--- config.mk ---
export PLATFORM = sky130hd
export DESIGN_NAME = shift2mat
export DESIGN_NICKNAME = d
export VERILOG_FILES = /design/src/rtl/shift2mat_pkg.sv /design/src/rtl/rx_sync.sv /design/src/rtl/shift2mat.sv
export SDC_FILE = /design/constraint.sdc
export NUM_CORES = 1
export LEC_CHECK = 0
export BUFFER_PORTS_ARGS = -buffer_cell sky130_fd_sc_hd__buf_2
export CELL_PAD_IN_SITES_DETAIL_PLACEMENT = 2
export CELL_PAD_IN_SITES_GLOBAL_PLACEMENT = 2
export CORE_MARGIN = 2
export CORE_UTILIZATION = 38
export DETAILED_ROUTE_END_ITERATION = 8
export PLACE_DENSITY = 0.8
export SYNTH_ARGS = -nofsm -noshare
export SYNTH_HDL_FRONTEND = slang
export SYNTH_SLANG_ARGS = --single-unit
--- constraint.sdc ---
create_clock -name i_clk -period 5.4 [get_ports i_clk]
set_clock_uncertainty 0.15 [all_clocks]
set_input_delay 0.27 -clock i_clk [delete_from_list [all_inputs] [get_ports i_clk]]
set_output_delay 0.27 -clock i_clk [all_outputs]
set_load 0.01 [all_outputs]
--- src/rtl/shift2mat_pkg.sv ---
// Shared types and constants for the shift2mat serial-to-word receiver.
// SHIFT2MAT_PARITY_EN adds the PARITY state (8E1 frames).
package shift2mat_pkg;
    localparam int DATA_BITS   = 8;
    localparam int SYNC_STAGES = 2;

    typedef enum logic [2:0] {
        IDLE,
        START,
        DATA,
`ifdef SHIFT2MAT_PARITY_EN
        PARITY,
`endif
        STOP,
        WAIT_HIGH
    } state_t;
endpackage

--- src/rtl/rx_sync.sv ---
// Multi-flop synchronizer for the asynchronous serial line; resets to the idle (high) level.
import shift2mat_pkg::*;

module rx_sync #(
    parameter int STAGES = SYNC_STAGES
) (
    input  logic i_clk,
    input  logic i_rst,
    input  logic i_d,
    output logic o_q
);
    logic [STAGES-1:0] sync_q;
    logic [STAGES-1:0] sync_d;

    always_comb begin
        sync_d = {sync_q[STAGES-2:0], i_d};
    end

    always_ff @(posedge i_clk) begin
        if (i_rst) sync_q <= '1;
        else       sync_q <= sync_d;
    end

    assign o_q = sync_q[STAGES-1];
endmodule

--- src/rtl/shift2mat.sv ---
// UART receiver that assembles NUM_BYTES accepted bytes into one word (byte 0 in [7:0]).
// Define SHIFT2MAT_PARITY_EN for an even-parity bit between data and stop.
import shift2mat_pkg::*;

module shift2mat #(
    parameter int CLKS_PER_BIT = 104,
    parameter int NUM_BYTES    = 4
) (
    input  logic                   i_clk,
    input  logic                   i_rst,
    input  logic                   i_rx,
    output logic [7:0]             o_byte,
    output logic                   o_byte_valid,
    output logic [8*NUM_BYTES-1:0] o_data,
    output logic                   o_rx_done,
    output logic                   o_frame_err
);
    localparam int          IDXW    = (NUM_BYTES > 1) ? $clog2(NUM_BYTES) : 1;
    localparam logic [15:0] CNT_MID = 16'((CLKS_PER_BIT - 1) / 2);
    localparam logic [15:0] CNT_END = 16'(CLKS_PER_BIT - 1);
    localparam logic [IDXW-1:0] IDX_LAST = IDXW'(NUM_BYTES - 1);

    logic rx_s;

    rx_sync #(.STAGES(SYNC_STAGES)) u_sync (
        .i_clk (i_clk),
        .i_rst (i_rst),
        .i_d   (i_rx),
        .o_q   (rx_s)
    );

    state_t                        state_q, state_d;
    logic [15:0]                   cnt_q, cnt_d;
    logic [2:0]                    bit_q, bit_d;
    logic [DATA_BITS-1:0]          shift_q, shift_d;
    logic [7:0]                    byte_q, byte_d;
    logic                          byte_valid_q, byte_valid_d;
    logic [NUM_BYTES-1:0][7:0]     shadow_q, shadow_d;
    logic [IDXW-1:0]               idx_q, idx_d;
    logic [8*NUM_BYTES-1:0]        data_q, data_d;
    logic                          done_q, done_d;
    logic                          err_q, err_d;
    logic                          stop_ok;
`ifdef SHIFT2MAT_PARITY_EN
    logic                          par_err_q, par_err_d;
`endif

    always_comb begin
        state_d      = state_q;
        cnt_d        = cnt_q;
        bit_d        = bit_q;
        shift_d      = shift_q;
        byte_d       = byte_q;
        byte_valid_d = 1'b0;
        shadow_d     = shadow_q;
        idx_d        = idx_q;
        data_d       = data_q;
        done_d       = 1'b0;
        err_d        = 1'b0;
`ifdef SHIFT2MAT_PARITY_EN
        par_err_d    = par_err_q;
        stop_ok      = rx_s && !par_err_q;
`else
        stop_ok      = rx_s;
`endif
        case (state_q)
            IDLE: begin
                if (!rx_s) begin
                    state_d = START;
                    cnt_d   = '0;
                end
            end
            START: begin
                // Mid-start recheck rejects short glitches on the idle line
                if (cnt_q == CNT_MID) begin
                    cnt_d   = '0;
                    bit_d   = '0;
                    state_d = rx_s ? IDLE : DATA;
                end else begin
                    cnt_d = cnt_q + 16'd1;
                end
            end
            DATA: begin
                if (cnt_q == CNT_END) begin
                    cnt_d   = '0;
                    shift_d = {rx_s, shift_q[DATA_BITS-1:1]};
                    if (bit_q == 3'(DATA_BITS - 1)) begin
`ifdef SHIFT2MAT_PARITY_EN
                        state_d = PARITY;
`else
                        state_d = STOP;
`endif
                    end else begin
                        bit_d = bit_q + 3'd1;
                    end
                end else begin
                    cnt_d = cnt_q + 16'd1;
                end
            end
`ifdef SHIFT2MAT_PARITY_EN
            PARITY: begin
                if (cnt_q == CNT_END) begin
                    cnt_d     = '0;
                    par_err_d = rx_s ^ (^shift_q);
                    state_d   = STOP;
                end else begin
                    cnt_d = cnt_q + 16'd1;
                end
            end
`endif
            STOP: begin
                if (cnt_q == CNT_END) begin
                    cnt_d   = '0;
                    state_d = rx_s ? IDLE : WAIT_HIGH;
                    if (stop_ok) begin
                        byte_d           = shift_q;
                        byte_valid_d     = 1'b1;
                        shadow_d[idx_q]  = shift_q;
                        if (idx_q == IDX_LAST) begin
                            idx_d  = '0;
                            data_d = shadow_d;
                            done_d = 1'b1;
                        end else begin
                            idx_d = idx_q + 1'b1;
                        end
                    end else begin
                        err_d = 1'b1;
                    end
                end else begin
                    cnt_d = cnt_q + 16'd1;
                end
            end
            WAIT_HIGH: begin
                if (rx_s) state_d = IDLE;
            end
            default: state_d = IDLE;
        endcase
    end

    always_ff @(posedge i_clk) begin
        if (i_rst) begin
            state_q      <= IDLE;
            cnt_q        <= '0;
            bit_q        <= '0;
            shift_q      <= '0;
            byte_q       <= '0;
            byte_valid_q <= 1'b0;
            shadow_q     <= '0;
            idx_q        <= '0;
            data_q       <= '0;
            done_q       <= 1'b0;
            err_q        <= 1'b0;
`ifdef SHIFT2MAT_PARITY_EN
            par_err_q    <= 1'b0;
`endif
        end else begin
            state_q      <= state_d;
            cnt_q        <= cnt_d;
            bit_q        <= bit_d;
            shift_q      <= shift_d;
            byte_q       <= byte_d;
            byte_valid_q <= byte_valid_d;
            shadow_q     <= shadow_d;
            idx_q        <= idx_d;
            data_q       <= data_d;
            done_q       <= done_d;
            err_q        <= err_d;
`ifdef SHIFT2MAT_PARITY_EN
            par_err_q    <= par_err_d;
`endif
        end
    end

    assign o_byte       = byte_q;
    assign o_byte_valid = byte_valid_q;
    assign o_data       = data_q;
    assign o_rx_done    = done_q;
    assign o_frame_err  = err_q;
endmodule

## Word level (Yosys, flattened, before mapping)

Index checks and enable logic that the tools add are counted.

| operators by class | value |
|---|---|
| add/sub/neg operators | 3 |
| $mul | 0 |
| divide/modulo/power cells | 0 |
| magnitude comparators | 2 |
| equality and inequality tests | 15 |
| shift-type cells | 0 |
| mux-type cells | 24 |
| bitwise logic cells | 3 |
| reductions and logical operators | 13 |

Operator list:

| cell | number |
|---|---|
| $mux W16 | 3 |
| $pmux W16 S3 | 1 |
| $bwmux W32 | 1 |
| $mux W3 | 10 |
| $add A16 B1 Y16 const B | 1 |
| $demux W8 S2 | 1 |
| $eq A16 B6 Y1 const B | 1 |
| $eq A16 B7 Y1 const B | 1 |
| $pmux W3 S5 | 1 |
| $ne A2 B2 Y1 const B | 6 |
| $mux W8 | 1 |
| $reduce_and A4 Y1 | 2 |
| $eq A3 B2 Y1 const B | 2 |
| $eq A3 B3 Y1 const B | 2 |
| $pmux W3 S2 | 1 |
| $reduce_and A6 Y1 | 1 |
| $mux W2 | 2 |
| $reduce_and A2 Y1 | 2 |
| $reduce_or A4 Y1 | 1 |
| $add A3 B1 Y3 const B | 1 |
| $eq A3 B1 Y1 const B | 1 |
| $logic_not A3 Y1 | 1 |
| $lt A2 B3 Y1 const B | 1 |
| $mux W1 | 3 |
| other kinds (11) | 13 |

| storage, ports and cells | value |
|---|---|
| flip-flop bits (word level) | 109 |
| bits in latches | 0 |
| RAM bits | 0 |
| bits in read-only memories | 0 |
| input port bits | 3 |
| output and inout port bits | 43 |
| memories kept | 0 |

## Longest topological paths before layout

| logic depth | value |
|---|---|
| depth after elaboration | 5 |
| depth in mapped cells | 8 |

## By module

A second synthesis with hierarchy kept.

| unflattened totals | value |
|---|---|
| cell total of the unflattened synthesis | 483 |
| area total of the unflattened synthesis | 4499.3 um2 |

By module, submodules not included:

| module | times used | cells each | area an instance (um2) | seq. area each (um2) |
|---|---|---|---|---|
| shift2mat | 1 | 479 | 4446.8 | 1981.9 |
| rx_sync | 1 | 4 | 52.6 | 40.0 |

## Worst setup path after synthesis

No wires, ideal clock.

| timing | value |
|---|---|
| path kind | register -> register |
| from | register cnt_q[0] |
| to | register bit_q[1] |
| setup time | 132 ps |
| arrival | 1859 ps |
| data required time | 5118 ps |
| path slack | 3259 ps |
| stages on the path, launching flop included | 9 |
| buffers on the path | 2 |
| period minus slack after synthesis | 2141 ps |
| path through | dfxtp_1 > ha_1 > and4b_1 > nand4_1 > or3_1 > clkbuf_1 > buf_2 > o211ai_1 > a21oi_1 |

| between the ends | value |
|---|---|
| cells in the longest elaborated chain, start to end | 3 |

Ends and longest elaborated chain:

| what | line | source |
|---|---|---|
| start, declared | shift2mat.sv:33 | `logic [15:0] cnt_q, cnt_d;` |
| start signal, assigned | shift2mat.sv:158 | `cnt_q <= cnt_d;` |
| $eq A16 B7 Y1 or $eq A16 B6 Y1 (tied branches) | shift2mat.sv:84, shift2mat.sv:75 |  |
| $ne A2 B2 Y1 (no source line) | -- |  |
| $reduce_and A4 Y1 (no source line) (*) | -- |  |
| end signal, assigned | shift2mat.sv:159 | `bit_q <= bit_d;` |
| end, declared | shift2mat.sv:34 | `logic [2:0] bit_q, bit_d;` |

Every way passes the cells marked *; elsewhere a longest branch is shown, timed or not.
A chain may end at the register's enable or synchronous reset.

## Worst setup path in the final report

| timing | value |
|---|---|
| from | register cnt_q[0] |
| to | register cnt_q[8] |

| between the ends | value |
|---|---|
| cells in the longest elaborated chain, start to end | 3 |

Ends and longest elaborated chain:

| what | line | source |
|---|---|---|
| $add A16 B1 Y16, or another cell as far along | shift2mat.sv:80, shift2mat.sv:97, shift2mat.sv:130 |  |
| $mux W16, on equally long branches | shift2mat.sv:84, shift2mat.sv:112, shift2mat.sv:75 |  |
| $pmux W16 S3 (*) | shift2mat.sv:66 | `case (state_q)` |

Marked as above.

==> flow_metrics.tcl <==
set metrics [dict create \
    status "completed" \
    r2r_cells 6 \
    antenna_cells 0 \
    drv_cap 0 \
    arrival_ps 3020 \
    yosys_warnings 0 \
    netlist-cell-type-count 43 \
    whs_endpoint "o_byte_valid" \
    die-area_mm2 0.0119 \
    grt_pass1_vias 3480 \
    synth_fa_ha_area_share_pct 2.08 \
    place_area_mm2 0.00449 \
    antenna_found_initial 0 \
    fp.coreArea_mm2 0.0108 \
    maxSlewHeadroom_pct 21.6 \
    fmax_mhz 348 \
    critical_path.top_delay_family "compound AO/OA/AOI/OAI gates" \
    ys_seq_area_share_pct 48.1 \
    synth-seq-cells 101 \
    path_buf_inv 0 \
    synth-edff-count 0 \
    fin_area_mm2 0.00468 \
    worst_pin_slew_ps 1170 \
    drv_slew 0 \
    utilization_pct 43.2 \
    cts_root_buf "clkbuf_8" \
    syn_area_mm2 0.00421 \
    start_util_pct 38.8 \
    cts_max_level 3 \
    grt_usage_pct 19.7 \
    routed_via_density 5.35 \
    wl_per_cell_um 17.6 \
    area_growth_pct 11.4 \
    total_leakage_power_nw 1.96 \
    cts_buffers 9 \
    cts-hold-fix-buffers 1 \
    wirelength_mm 11.1 \
    synthesis.nets 472 \
    ir_drop_mv 0.137 \
    cts_resized 0 \
    grt_max_degree 80 \
    die_y_um 109 \
    drive_gt1_share_pct 14.7 \
    synth_compound_area_share_pct 9.93 \
    synth_top_family_by_area "simple AND/OR/NAND/NOR gates" \
    ys.flop_type "dfxtp_1" \
    drt-pass1-iter-count 4 \
    cts_tree "done" \
    finalCriticalPeriod_ps 2880 \
    io_buffer_count 45 \
    path_cells "ha_1 > and4b_1 > and4_1 > o22ai_1 > o21ai_1 > nor2_1" \
    drtIter0Drc 101 \
    hold_depth 2 \
    clock-sinks 101 \
    vias 3375 \
    synth_mux_area_share_pct 13.6 \
    nFillCells 1206 \
    netlist_instances 462 \
    cts_max_path_buffers 2 \
    clk_pin_slew_ps 90 \
    insertion_delay_ps 370 \
    layout_common_cells "dfxtp_1 (101), nor2_1 (74), mux2i_1 (57)" \
    tns_ps 0 \
    instances_no_fill 631 \
    grt_overflow_total 0 \
    num_io_pins 46 \
    synthSimpleGateAreaFrac_pct 20.7 \
    post-route-period-util_pct 53.3 \
    die_w_um 109 \
    synth-xor-area-share_pct 1.87 \
    hold_class "primary input to flip-flop" \
    r2r_slack_ps 2520 \
    setup_viol 0 \
    start_kind "flip-flop" \
    grt_pass1_wl_mm 18.2 \
    final_common_cell "dfxtp_1" \
    rr_endpoint "cnt_q[8]" \
    crit_required_ps 5550 \
    postRouteAntennaNets 0 \
    hp-start "i_rst" \
    gp_congestion 0.728 \
    hold_violations 0 \
    crit_path_end_kind "flip-flop" \
    rsz0062_at_grt "no" \
    nNetsFinal 496 \
    post-dp-hpwl_mm 7.46 \
    ys_async_sr_fraction_pct 0 \
    cp_slowest_cell "o22ai_1" \
    worstPathMaxFanout 15 \
    crit_type "flip-flop to flip-flop" \
    synth_area_per_cell_um2 9.11 \
    placedCellCount 614 \
    cp_slowest_stage_delay_ps 870 \
    num_rows 38 \
    r2r-start "cnt_q[0]" \
    powerDensity_mw_per_mm2 265 \
    post_cts_buffers 0 \
    drc 0 \
]
[worst max-delay path by stage]
stage / from / cells after the start / to
after floorplan: cnt_q[0] / 8 / bit_q[1]
after global placement: cnt_q[0] / 6 / cnt_q[13]
after detailed placement: cnt_q[0] / 6 / cnt_q[8]
after CTS: cnt_q[0] / 6 / cnt_q[8]
after global routing: cnt_q[0] / 6 / cnt_q[8]
final: cnt_q[0] / 6 / cnt_q[8]
[report_power, final]
part           switching (mW)  internal [mW]
Combinational          0.0236        0.00698
Sequential            0.00289          0.746
Clock                   0.269          0.195
[cells in the mapped netlist (2+ instances only)]
| master | instances | area, µm² |
|---|---|---|
| nor4_4 | 2 | 42.5 |
| or3_1 | 2 | 12.5 |
| ha_1 | 7 | 87.6 |
| inv_1 | 5 | 18.8 |
| and3_1 | 3 | 18.8 |
| xnor2_1 | 2 | 17.5 |
| clkbuf_1 | 25 | 93.8 |
| or3b_1 | 2 | 17.5 |
| buf_1 | 4 | 15.0 |
| xor2_1 | 7 | 61.3 |
| and4_1 | 5 | 43.8 |
| nor2_1 | 74 | 278 |
| a21oi_1 | 21 | 105 |
| nand3b_1 | 2 | 15.0 |
| o211ai_1 | 2 | 15.0 |
| a31oi_1 | 4 | 25.0 |
| mux2i_1 | 57 | 571 |
| o21ai_0 | 5 | 25.0 |
| or2_2 | 4 | 25.0 |
| a211oi_1 | 25 | 188 |
| nand2b_1 | 2 | 12.5 |
| nor4_1 | 2 | 12.5 |
| buf_2 | 6 | 30.0 |
| nor3_1 | 6 | 30.0 |
| nand3_1 | 15 | 75.1 |
| nand4_1 | 5 | 31.3 |
| nand2_1 | 52 | 195 |
| dfxtp_1 | 101 | 2020 |
[cell type report]
class	count	area, µm²	area share, %
Clock buffer	12	155	3.31
Clock inverter	4	31.3	0.668
Inverter	5	18.8	0.401
Multi-Input combinational cell	321	2030	43.4
Sequential cell	101	2020	43.2
Tap cell	140	175	3.74
Timing Repair Buffer	48	250	5.34
[state kept, by name, indices dropped and copies added, names as in the netlist]
signal and flops:
bit_q 3, state_q 3, shadow_q 24, shift_q 8
idx_q 2, cnt_q 16, o_byte 8, u_sync.sync_q 2
o_byte_valid 1, o_data 32, o_rx_done 1, o_frame_err 1
[worst register-to-register path, cell delays in order, from the launching register on]
cell,delay (ps)
dfxtp_1,360
ha_1,260
and4b_1,230
and4_1,270
o22ai_1,870
o21ai_1,460
nor2_1,210
[through the flow]
| stage | worst slack (ps) | power (mW) | hold slack [ps] |
|---|---|---|---|
| final | 2520 | 1.24 | 86.8 |
| after global routing | 2230 | 1.30 | 97.2 |
| after CTS | 2490 | 1.26 | 70.5 |
| after detailed placement | 2510 | 0.797 | 250 |
| after global placement | 2640 | 0.795 | 248 |
| after floorplan | 3260 | 0.788 | 224 |
[per-layer routing]
metal	vias to the layer above	share of wire (%)	track usage [%]	routed length [µm]
met5	-	0	0	0
met4	0	0.99	6.15	110
met3	9	2.2	3.53	249
met2	39	48	31.5	5310
met1	1685	49	27.0	5440
li1	1642	-	-	-
[cells by family (layout without fill, tap and decap cells)]
kind of cell,after synthesis,in the layout
buf+inv,40,69
flops,101,101
compound gates,65,65
fa+ha+maj,7,7
simple gates,183,183
xor+xnor,9,9
mux,57,57
Note: power is estimated with default switching activity, not from simulation.
